--- src/rtl/hazard_scoreboard.sv ---
// hazard_scoreboard
//   Decode-stage hazard tracker for an in-order pipeline. Keeps a small
//   countdown per architectural register giving the cycles until its pending
//   result becomes forwardable, stalls Decode on a read of a busy register,
//   and resolves branch mispredicts in Execute into flush/redirect selects.
//   Also counts stall and flush cycles for performance statistics.
//
// Ports
//   clk, rst                       clock, asynchronous active-high reset
//   dec_valid/rs1/rs2/*_used       Decode instruction and its source reads
//   dec_wb/dec_rd/dec_lat          Decode destination and result latency
//   freeze                         global hold: counters and stats frozen
//   branch_E/pred_E/actual_E/hit_E Execute branch resolution
//   stat_clr                       synchronous clear of the statistics
//   stall, pcwrite, ifid_write     Decode hazard stall and its write enables
//   flush, sel_target, sel_pcplus1 mispredict kill and redirect selects
//   stall_count, flush_count       saturating statistics counters
module hazard_scoreboard #(
    parameter int REG_AW = 5,
    parameter int LAT_W  = 3,
    parameter int STAT_W = 16
) (
    input  logic              clk,
    input  logic              rst,
    input  logic              dec_valid,
    input  logic [REG_AW-1:0] dec_rs1,
    input  logic [REG_AW-1:0] dec_rs2,
    input  logic              dec_rs1_used,
    input  logic              dec_rs2_used,
    input  logic              dec_wb,
    input  logic [REG_AW-1:0] dec_rd,
    input  logic [LAT_W-1:0]  dec_lat,
    input  logic              freeze,
    input  logic              branch_E,
    input  logic              pred_E,
    input  logic              actual_E,
    input  logic              hit_E,
    input  logic              stat_clr,
    output logic              stall,
    output logic              pcwrite,
    output logic              ifid_write,
    output logic              flush,
    output logic              sel_target,
    output logic              sel_pcplus1,
    output logic [STAT_W-1:0] stall_count,
    output logic [STAT_W-1:0] flush_count
);
    localparam int NREGS = 2**REG_AW;

    logic [LAT_W-1:0]  r_cnt [NREGS];
    logic [LAT_W-1:0]  w_dec [NREGS];
    logic [LAT_W-1:0]  w_nxt [NREGS];
    logic [STAT_W-1:0] r_stall_count;
    logic [STAT_W-1:0] r_flush_count;
    logic              w_rs1_busy;
    logic              w_rs2_busy;
    logic              w_mispredict;
    logic              w_issue;

    // r0 is hardwired zero, so reads of it never wait.
    assign w_rs1_busy = dec_rs1_used && (dec_rs1 != '0) && (r_cnt[dec_rs1] != '0);
    assign w_rs2_busy = dec_rs2_used && (dec_rs2 != '0) && (r_cnt[dec_rs2] != '0);
    assign stall      = dec_valid && (w_rs1_busy || w_rs2_busy);

    // A BTB miss implies predicted not-taken, so only a taken outcome is wrong.
    assign w_mispredict = branch_E && ((hit_E && (pred_E != actual_E)) || (!hit_E && actual_E));
    assign flush        = w_mispredict;
    assign sel_target   = branch_E && actual_E && (!pred_E || !hit_E);
    assign sel_pcplus1  = branch_E && hit_E && pred_E && !actual_E;

    assign pcwrite    = !(stall || freeze);
    assign ifid_write = !(stall || freeze);

    // Flush outranks everything: a killed Decode slot never claims its rd.
    assign w_issue = dec_valid && dec_wb && (dec_rd != '0) && !stall && !freeze && !flush;

    // Next countdown per register: saturating decrement, and on issue the
    // larger of the new latency and what is still pending (WAW never shortens).
    always_comb begin
        for (int i = 0; i < NREGS; i++) begin
            w_dec[i] = (r_cnt[i] == '0) ? '0 : r_cnt[i] - LAT_W'(1);
            w_nxt[i] = w_dec[i];
            if (w_issue && (dec_rd == REG_AW'(i)) && (dec_lat > w_dec[i]))
                w_nxt[i] = dec_lat;
        end
        w_nxt[0] = '0;
    end

    always_ff @(posedge clk or posedge rst) begin
        if (rst) begin
            for (int i = 0; i < NREGS; i++)
                r_cnt[i] <= '0;
        end else if (!freeze) begin
            for (int i = 0; i < NREGS; i++)
                r_cnt[i] <= w_nxt[i];
        end
    end

    always_ff @(posedge clk or posedge rst) begin
        if (rst) begin
            r_stall_count <= '0;
            r_flush_count <= '0;
        end else if (stat_clr) begin
            r_stall_count <= '0;
            r_flush_count <= '0;
        end else if (!freeze) begin
            if (stall && (r_stall_count != '1))
                r_stall_count <= r_stall_count + STAT_W'(1);
            if (flush && (r_flush_count != '1))
                r_flush_count <= r_flush_count + STAT_W'(1);
        end
    end

    assign stall_count = r_stall_count;
    assign flush_count = r_flush_count;

endmodule
--- config.mk ---
export PLATFORM = sky130hd
export DESIGN_NAME = hazard_scoreboard
export DESIGN_NICKNAME = d
export VERILOG_FILES = /design/src/rtl/hazard_scoreboard.sv
export SDC_FILE = /design/constraint.sdc
export NUM_CORES = 1
export LEC_CHECK = 0
export CORE_MARGIN = 4
export CORE_UTILIZATION = 63
export CTS_BUF_LIST = sky130_fd_sc_hd__clkbuf_2
export CTS_CLUSTER_SIZE = 24
export DETAILED_ROUTE_END_ITERATION = 10
export PLACE_DENSITY = 0.84
export SLEW_MARGIN = 40
export SYNTH_ARGS = -nofsm -noshare
export SYNTH_HDL_FRONTEND = slang
export SYNTH_SLANG_ARGS = --single-unit
--- constraint.sdc ---
create_clock -name clk -period 5.1 [get_ports clk]
set_clock_uncertainty 0.2 [all_clocks]
set_input_delay 1.02 -clock clk [delete_from_list [all_inputs] [get_ports clk]]
set_output_delay 1.02 -clock clk [all_outputs]
set_load 0.05 [all_outputs]
After elaboration in Yosys (flattened, before gate mapping)
Cells that the tools add are included.
{"block": "word_totals", "word_cells": 343, "out_inout_bits": 38, "reg_bits": 125}
{"block": "op_classes", "n_reduce_logical": 133, "bitwise": 2, "add_sub_neg": 33, "order_cmp": 33, "n_eq_ne": 35, "mux": 74}
{"cell": "$mux 3", "count": 66}
{"cell": "$mux 16", "count": 6}
{"cell": "$gt 3x3->1", "count": 31}
{"cell": "$logic_not 3->1", "count": 31}
{"cell": "$sub 3x1->3 const B", "count": 31}
{"cell": "$logic_and 1x1->1", "count": 82}
{"cell": "$eq 5x5->1 const B", "count": 16}
{"cell": "$eq 5x4->1 const B", "count": 8}
{"cell": "$add 16x1->16 const B", "count": 2}
{"cell": "$ne 16x16->1 const B", "count": 2}
{"cell": "$bmux 3 s5", "count": 2}
{"cell": "$eq 5x3->1 const B", "count": 4}
{"cell": "$reduce_bool 5->1", "count": 3}
{"cell": "$ge 6x6->1 const B", "count": 2}
{"cell": "$not 5->6", "count": 2}
{"cell": "$eq 5x2->1 const B", "count": 2}
{"cell": "$logic_not 1->1", "count": 7}
{"cell": "$reduce_bool 3->1", "count": 2}
{"cell": "$eq 5x1->1 const B", "count": 1}
{"cell": "$logic_or 1x1->1", "count": 4}
{"cell": "$reduce_and 2->1", "count": 2}
{"cell": "$reduce_bool 2->1", "count": 2}
{"cell": "$ne 2x1->1 const B", "count": 1}
{"cell": "$ne 1x1->1", "count": 1}

Depth between registers and ports, before layout
Gate-level depths: netlist of the first run.
{"block": "depth", "depth_word": 15, "mapped_depth": 14, "depth_no_buf": 12}

Least setup slack after synthesis of the first run
No wires, ideal clock.
{"block": "synth_path", "kind": "input to output", "start": "in dec_rs1[1]", "end": "out pcwrite", "required_ps": 3880, "cell_stages": 12, "arrival_time_ps": 4194, "setup_slack_ps": -314, "cell_sequence": "buf_1 > buf_2 > mux4_2 > mux2i_1 > nand3_1 > a31oi_1 > o21ai_2 > buf_2 > clkbuf_1 > and2_1 > nor2_1 > buf_4"}
{"block": "synth_between", "elab_chain_len": 10}
{"item": "start: declaration", "line_no": "26", "text": "input logic [REG_AW-1:0] dec_rs1,"}
{"item": "$not 5->6 (implied by the code)", "line_no": "61", "text": "assign w_rs1_busy = dec_rs1_used && (dec_rs1 != '0) && (r_cnt[dec_rs1] != '0);"}
{"item": "$bmux 3 s5", "line_no": "61"}
{"item": "$mux 3 (implied by the code) (2 in a row)", "line_no": "61"}
{"item": "$reduce_bool 3->1", "line_no": "61"}
{"item": "$logic_and 1x1->1 *", "line_no": "61"}
{"item": "$logic_or 1x1->1 *", "line_no": "63", "text": "assign stall = dec_valid && (w_rs1_busy || w_rs2_busy);"}
{"item": "$logic_and 1x1->1 *", "line_no": "63"}
{"item": "via stall", "line_no": "39", "text": "output logic stall,"}
{"item": "$logic_or 1x1->1 *"}
{"item": "$logic_not 1->1 *"}
{"item": "end: declaration", "line_no": "40", "text": "output logic pcwrite,"}
Mark *: on every way through the listed nets, which the timed path passes. The rest lies on a longest branch. The select of a mux whose other input is x is not followed.

Worst setup path after layout of the first run
{"block": "layout_path", "start": "in dec_rs2[1]", "end": "out ifid_write"}
{"block": "layout_between", "elab_chain_len": 10}
{"item": "start: declaration", "line_no": "27", "text": "input logic [REG_AW-1:0] dec_rs2,"}
{"item": "$not 5->6 (implied by the code)", "line_no": "62", "text": "assign w_rs2_busy = dec_rs2_used && (dec_rs2 != '0) && (r_cnt[dec_rs2] != '0);"}
{"item": "$bmux 3 s5", "line_no": "62"}
{"item": "$mux 3 (implied by the code) (2 in a row)", "line_no": "62"}
{"item": "$reduce_bool 3->1", "line_no": "62"}
{"item": "$logic_and 1x1->1 *", "line_no": "62"}
{"item": "$logic_or 1x1->1 *", "line_no": "63"}
{"item": "$logic_and 1x1->1 *", "line_no": "63"}
{"item": "$logic_or 1x1->1 *", "line_no": "72", "text": "assign ifid_write = !(stall || freeze);"}
{"item": "$logic_not 1->1 *", "line_no": "72"}
{"item": "end: declaration", "line_no": "41", "text": "output logic ifid_write,"}
Every way passes the cells marked *; elsewhere a longest branch is shown, timed or not. The select of a mux whose other input is x is not followed.

==> impl_metrics.tcl, run 1 <==
set metrics [dict create \
    cp.arrival_ns 3.58 \
    dp.cells 1621 \
    antenna_found_initial 1 \
    worst_slew_pin_slew_ns 0.831 \
    place_ws_ns 0.312 \
    place_congestion 0.918 \
    start_kind "input port" \
    cts_tree "built" \
    root_buffer "clkbuf_2" \
    ios 68 \
    die_h_um 142 \
    synth_compound_area_frac 0.203 \
    grt_overflow 0 \
    slew_viol_final 0 \
    synth_seq_cells 125 \
    tns_ns 0 \
    period_share 0.942 \
    fmax_mhz 208 \
    ant_nets 0 \
    async_flop_share 1.00 \
    crit_fanout 31 \
    area_growth_pct 10.9 \
    setup_ws_ns 0.297 \
    die_area_um2 20200 \
    cp-end-kind "output port" \
    holdBufCountCts 0 \
    min_path_type "flip-flop to flip-flop" \
    finalHoldViolCount 0 \
    io_buffers 67 \
    grt_pass1_wl_mm 52.1 \
    cts.sinks 125 \
    grt_use_total 0.322 \
    power_density_nw_per_um2 240 \
    num_rows 48 \
    routed_wl_mm 31.8 \
    core_um2 17500 \
    cts_buffers 17 \
    leakage_nw 5.37 \
    drtIter0Drc 1252 \
    synth-simple-area-share 0.243 \
    yosys-top-cells-area "dfrtp_1, ha_1, o211ai_1, nor2_1, inv_1" \
    regToRegSetupSlack_ns 1.37 \
    dp_hpwl_mm 22.2 \
    clk_latency_ns 0.73 \
    drc_errors 0 \
    syn_nets 1557 \
    setup_violations 0 \
    synth_xor_area_frac 0.0108 \
    yosys.area.top_type "dfrtp_1" \
    drive_above_1_share 0.0714 \
    critical_path_class "input port to output port" \
    clk_pin_slew_ns 0.20 \
    stdcell_count 1655 \
    htreeDepth 4 \
    ir_worst_vdd_v 0.000275 \
    crit_required_ns 3.88 \
    synth_top_family_by_area "simple AND/OR/NAND/NOR gates" \
    fill_cells 1365 \
    synth_top_cell_area_share 0.277 \
    nNetsFinal 1602 \
    die_w_um 142 \
    synth-seq-area-share 0.277 \
    ys_types 64 \
    yosys_most_used_dff "dfrtp_1" \
    routed_via_density 6.52 \
    rsz0062_at_grt "false" \
    cts_resized 0 \
    syn-mean-instance-area_um2 8.26 \
    clock_path_buffers 2 \
    ys_warn_count 0 \
    synthesis.area_um2 11300 \
    synthesis.instances 1370 \
    grt_max_degree 113 \
    whs_ns 0.357 \
    num_vias 10785 \
    wire_per_inst_um 19.2 \
    synth-edff-count 0 \
    start_util 0.647 \
    max_slew_margin 0.446 \
    outcome "finished clean" \
    first_pass_iters 6 \
    synthAdderAreaFrac 0.174 \
    first_global_vias 10157 \
    postCtsSetupBuffers 0 \
    cap_violations 0 \
    synthMuxAreaShare 0.0296 \
    finalCriticalPeriod_ns 4.80 \
]
-- state kept, by name, summed over array words and instances, names as in the netlist --
signal,flops
r_cnt,93
flush_count,16
stall_count,16
-- routing by layer --
metal  vias to the layer above  global-route usage  wire (um)
met1                      5181               0.441      13400
met4                         0              0.0929        649
met2                       478               0.520      15000
li1                       5067                   -          -
met5                         -                   0          0
met3                        59              0.0665       2720
-- cells in the final DEF (no fill, tap or decap), drive strengths merged, types with 18 or more instances in the layout --
cell type,netlist,final
and2,35,35
a21oi,59,59
nand3b,40,40
nor3,52,52
o211ai,110,110
or3,18,18
inv,118,119
nor2,127,127
dfrtp,125,125
clkbuf,51,18
nor2b,29,29
nand3,37,37
ha,157,157
and3,20,20
o21ai,57,57
clkdlybuf4s50,0,61
nand2,102,102
buf,15,31
-- final cells by class --
class | instances | area (um^2) | share of cell area
Tap cell | 225 | 282 | 0.0224
Timing Repair Buffer | 92 | 892 | 0.0711
Clock inverter | 14 | 194 | 0.0155
Inverter | 118 | 450 | 0.0359
Clock buffer | 18 | 90.1 | 0.00718
Sequential cell | 125 | 3130 | 0.249
Antenna cell | 2 | 5.00 | 0.000399
Multi-Input combinational cell | 1061 | 7510 | 0.598
-- critical path, stage by stage --
cell             delay (ns)
clkdlybuf4s50_1        0.51
buf_12                 0.20
mux4_2                 0.53
a221oi_2               0.27
a211oi_1               0.14
nor3_4                 0.16
o21ai_2                0.12
and2_2                 0.25
nor2_2                 0.21
buf_12                 0.17
-- cells by family after synthesis --
group,count (synthesis)
AOI/OAI and AO/OA,337
xor gates and xnor gates,14
adders and majority gates,157
buffers and inverters,184
DFF,125
muxes,21
and+or+nand+nor,532
-- path summary, 6_finish.rpt --
check,start,end,depth (start not counted)
setup / recovery,dec_rs2[1],ifid_write,10
hold / removal,r_cnt[1]$_DFFE_PP0N_,r_cnt[1]$_DFFE_PP0N_,2
setup reg to reg,r_cnt[68]$_DFFE_PP0N_,stall_count[12]$_DFFE_PP0P_,9
hold reg to reg,r_cnt[1]$_DFFE_PP0N_,r_cnt[1]$_DFFE_PP0N_,2
max in group asynchronous,rst,r_cnt[83]$_DFFE_PP0N_,3
min in group asynchronous,rst,flush_count[6]$_DFFE_PP0P_,2
-- cell usage after synthesis, types with 18 or more instances --
cell type  number
nand3b_1       40
nand3_1        37
nor2_1        127
clkbuf_1       51
inv_1         118
o21ai_0        56
ha_1          157
dfrtp_1       125
nand2_1       102
and3_1         20
a21oi_1        59
or3_1          18
nor2b_1        29
and2_1         35
nor3_1         51
o211ai_1      108
-- report_power, final --
part	switching, mW	internal, mW
Sequential	0.135	1.08
Clock	0.429	0.324
Combinational	0.655	0.392
-- stage by stage --
step | area, um^2 | power, mW | util
after floorplan | 11300 | 1.92 | -
after global placement | 12200 | 2.21 | 0.701
after detailed placement | 12300 | 2.26 | 0.701
after CTS | 12500 | 3.01 | 0.718
after global routing | 12500 | 3.21 | 0.718
final | 12500 | 3.02 | 0.718
No activity file was read; power rests on OpenSTA's default activity.
==> run 2, diff against run 1 <==
CAP_MARGIN = 20   (was unset)
SLEW_MARGIN = 20   (was 40)
==> run 2 against run 1 <==
Die area unchanged. Fmax decreased by 0.47%. Utilization decreased by 0.33 points. Sequential power about the same. Register-to-register slack about the same. Via count about the same. Clock power decreased by 11%. Largest power group unchanged. Critical path depth unchanged. Hold slack improved by 0.0048 ns. Largest cell class unchanged. First-iteration DRC count increased by 11%.
==> impl_metrics.tcl, run 2 (synthesis results as in run 1) <==
set metrics [dict create \
    largest_register_ffs 93 \
    finalHoldViolCount 0 \
    cap_violations 0 \
    io_buffers 67 \
    final_util 0.715 \
    drtIter0Drc 1386 \
    clk_pin_slew_ns 0.19 \
    regMostFlops "r_cnt" \
    fill_cells 1365 \
    cts_buffers 17 \
    num_vias 10775 \
    die_h_um 142 \
    outcome "finished clean" \
    cts_resized 0 \
    place_congestion 0.918 \
    postCtsSetupBuffers 0 \
    first_pass_iters 6 \
    routed_via_density 6.52 \
    leakage_nw 5.36 \
    rsz0062_at_grt "false" \
    nNetsFinal 1602 \
    dp_hpwl_mm 22.2 \
    first_global_vias 10108 \
    fmax_mhz 207 \
    holdBufCountCts 0 \
    grt_use_total 0.320 \
    ir_worst_vdd_v 0.000156 \
    start_kind "input port" \
    min_path_type "flip-flop to flip-flop" \
    drive_above_1_share 0.0694 \
    critical_path_class "input port to output port" \
    grt_overflow 0 \
    crit_required_ns 3.88 \
    crit_fanout 31 \
    max_slew_margin 0.296 \
    grt_max_degree 113 \
    power_density_nw_per_um2 235 \
    antenna_found_initial 1 \
    clock_path_buffers 2 \
    routed_wl_mm 31.7 \
    setup_violations 0 \
    drc_errors 0 \
    ios 68 \
    cts_tree "built" \
    num_rows 48 \
    grt_pass1_wl_mm 52.1 \
    cts.sinks 125 \
    layout_commonest_cell "ha_1" \
    period_share 0.946 \
    die_w_um 142 \
    ant_nets 0 \
    worst_slew_pin_slew_ns 1.05 \
    slew_viol_final 0 \
    mostFrequentLayoutCells "ha_1, nor2_1, dfrtp_1" \
    cp.arrival_ns 3.61 \
    finalCriticalPeriod_ns 4.83 \
    area_growth_pct 10.4 \
    die_area_um2 20200 \
    root_buffer "clkbuf_2" \
    core_um2 17500 \
    post_dp_cell_area_um2 12200 \
    p_total_mw 2.93 \
    start_util 0.647 \
    htreeDepth 4 \
    clk_latency_ns 0.72 \
    wire_per_inst_um 19.2 \
    cp-end-kind "output port" \
    design_area_um2 12500 \
    tns_ns 0 \
]
-- run 2: cell types whose count changed in the layout (fill, tap and decap cells not counted), sizes merged --
| cell | change |
|---|---|
| clkinv | +5 |
| clkinvlp | -3 |
| bufinv | -1 |
| diode | -1 |
| inv | -1 |
| clkbuf | -1 |
-- run 2: metal layers --
layer / GRT usage / vias to the layer above / share of wire
li1: - / 5054 / -
met1: 0.446 / 5184 / 0.42
met2: 0.510 / 469 / 0.46
met3: 0.0588 / 68 / 0.086
met4: 0.101 / 0 / 0.026
met5: 0 / - / 0
-- run 2: where the power goes --
group	internal (mW)	switching, mW
registers	1.08	0.134
logic	0.392	0.654
clock network	0.263	0.408
-- run 2: final cells by class --
type                            instances  area, um^2  area share
Antenna cell                            1        2.50    0.000200
Inverter                              118         448      0.0359
Clock buffer                           17        85.1     0.00681
Sequential cell                       125        3130       0.250
Clock inverter                         14         153      0.0122
Timing Repair Buffer                   92         888      0.0711
Multi-Input combinational cell       1061        7510       0.601
Tap cell                              225         282      0.0225
-- run 2: final timing paths --
kind                                       start                          end  slack, ns  cells past startpoint
setup / recovery                      dec_rs2[1]                   ifid_write       0.27                     10
min in group asynchronous                    rst         r_cnt[0]$_DFFE_PP0N_       0.61                      2
setup reg to reg           r_cnt[62]$_DFFE_PP0N_  stall_count[12]$_DFFE_PP0P_       1.37                      9
hold reg to reg             r_cnt[1]$_DFFE_PP0N_         r_cnt[1]$_DFFE_PP0N_       0.36                      2
hold / removal              r_cnt[1]$_DFFE_PP0N_         r_cnt[1]$_DFFE_PP0N_       0.36                      2
max in group asynchronous                    rst        r_cnt[83]$_DFFE_PP0N_       3.23                      3
-- run 2: per-stage QoR --
step	hold WS [ns]	worst slack (ns)	cells
final	0.362	0.274	1653
after global routing	0.402	0.127	1653
after CTS	0.358	0.291	1652
after detailed placement	0.318	0.300	1621
after global placement	0.304	0.329	1621
after floorplan	0.286	0.0392	1370
-- run 2: critical path: stages --
cell             delay, ns
clkdlybuf4s50_1       0.51
buf_12                0.20
mux4_2                0.53
a221oi_2              0.29
a211oi_1              0.14
nor3_4                0.16
o21ai_2               0.12
and2_2                0.25
nor2_2                0.21
buf_12                0.17
==> run 3, diff against run 2 <==
CORE_ASPECT_RATIO = 1.1   (was unset)
==> run 3 against run 2 <==
First-iteration DRC count shrank 30%. Global-route usage grew 0.24 points. Sequential cell count is the same. Fmax grew 0.68%. Worst setup slack gained 0.033 ns. Critical path depth is the same. Utilization shrank 0.29 points.
==> impl_metrics.tcl, run 3 (synthesis results as in run 1) <==
set metrics [dict create \
    drc_errors 0 \
    postCtsSetupBuffers 0 \
    root_buffer "clkbuf_2" \
    die_area_um2 20200 \
    regMostFlops "r_cnt" \
    nNetsFinal 1603 \
    final_util 0.712 \
    first_pass_iters 5 \
    grt_use_total 0.323 \
    min_path_type "flip-flop to flip-flop" \
    p_comb_frac 0.345 \
    core_um2 17700 \
    drtIter0Drc 971 \
    num_rows 51 \
    mostFrequentLayoutCells "ha_1, nor2_1, dfrtp_1" \
    cp-end-kind "output port" \
    ir_worst_vdd_v 0.000148 \
    regToRegSetupSlack_ns 1.34 \
    max_slew_margin 0.342 \
    clk_pin_slew_ns 0.18 \
    min_delay_path_depth 2 \
    antenna_found_initial 2 \
    cts_resized 0 \
    leakage_nw 5.40 \
    start_util 0.640 \
    switching_share 0.395 \
    cts.sinks 125 \
    rsz0062_at_grt "false" \
    p_switching_mw 1.21 \
    die_h_um 149 \
    cts_buffers 17 \
    p_total_mw 3.05 \
    outcome "finished clean" \
    period_share 0.940 \
    holdBufCountCts 0 \
    grt_overflow 0 \
    fmax_mhz 209 \
    dp_hpwl_mm 22.4 \
    place_congestion 0.925 \
    finalHoldViolCount 0 \
    routed_wl_mm 32.1 \
    min_from "r_cnt[13]$_DFFE_PP0N_" \
    seq_power_share 0.399 \
    p_int_mw 1.85 \
    cts_tree "built" \
    rr_worst_depth 9 \
    cp.arrival_ns 3.57 \
    power_density_nw_per_um2 243 \
    reg2reg_to "stall_count[12]$_DFFE_PP0P_" \
    worst_slew_pin_slew_ns 0.987 \
    io_buffers 67 \
    ant_nets 0 \
    layout_commonest_cell "ha_1" \
    crit_fanout 31 \
    htreeDepth 4 \
    cap_violations 0 \
    largest_register_ffs 93 \
    wire_per_inst_um 19.3 \
    clk_latency_ns 0.74 \
    drive_above_1_share 0.0707 \
    p_clk_frac 0.256 \
    num_vias 10900 \
    slew_viol_final 0 \
    finalCriticalPeriod_ns 4.79 \
    critical_path_class "input port to output port" \
    ios 68 \
    grt_max_degree 104 \
    first_global_vias 10446 \
    reg2reg_from "r_cnt[68]$_DFFE_PP0N_" \
    grt_pass1_wl_mm 52.2 \
    die_w_um 136 \
    start_kind "input port" \
    whs_endpoint "r_cnt[13]$_DFFE_PP0N_" \
    clock_path_buffers 2 \
    setup_violations 0 \
    area_growth_pct 11.2 \
    routed_via_density 6.53 \
    crit_required_ns 3.88 \
    tns_ns 0 \
]
## run 3: metrics by stage
stage	std cells	area (um^2)	worst slack (ns)	hold WS, ns
2_1_floorplan	1370	11300	0.0392	0.286
6_report	1668	12600	0.307	0.363
5_1_grt	1668	12600	0.103	0.389
3_3_place_gp	1635	12300	0.346	0.312
3_5_place_dp	1635	12300	0.331	0.323
4_1_cts	1667	12600	0.328	0.363
## run 3: routing by layer
layer	vias to the layer above	GRT usage	share of wire
met5	-	0	0.00053
met4	2	0.168	0.048
met3	121	0.0666	0.081
met2	538	0.518	0.46
met1	5191	0.412	0.41
li1	5048	-	-
## run 3: area by class of cell
cell class / count / area (um^2)
inverters: 118 / 445
fillers: 1402 / 5090
well taps: 238 / 298
flip-flops and latches: 125 / 3130
diodes: 1 / 2.50
clock inverters: 12 / 194
repair buffers: 93 / 908
multi-input cells: 1061 / 7510
clock buffers: 20 / 100
## run 3: power by group through the flow
stage	clock network (mW)	registers (mW)	logic (mW)
CTS	0.789	1.21	1.04
floorplan	0	1.19	0.731
global placement	0	1.23	0.989
detailed placement	0	1.23	1.03
global route	0.826	1.23	1.18
finish	0.780	1.22	1.05
## run 3: worst max-delay path by stage
stage          startpoint  slack [ns]  cells past startpoint          to
3_5_place_dp   dec_rs2[1]        0.33                     10     pcwrite
3_3_place_gp   dec_rs2[1]        0.35                     10  ifid_write
2_1_floorplan  dec_rs1[1]        0.04                     12     pcwrite
6_report       dec_rs2[1]        0.31                     10     pcwrite
5_1_grt        dec_rs1[0]        0.10                     11  ifid_write
4_1_cts        dec_rs2[1]        0.33                     10     pcwrite
## run 3: worst max-delay path, cell delays in order
cell,delay [ns]
clkdlybuf4s50_1,0.51
buf_12,0.19
mux4_2,0.52
a221oi_2,0.27
a211oi_1,0.14
nor3_4,0.16
o21ai_2,0.13
and2_2,0.23
nor2_2,0.20
buf_12,0.17
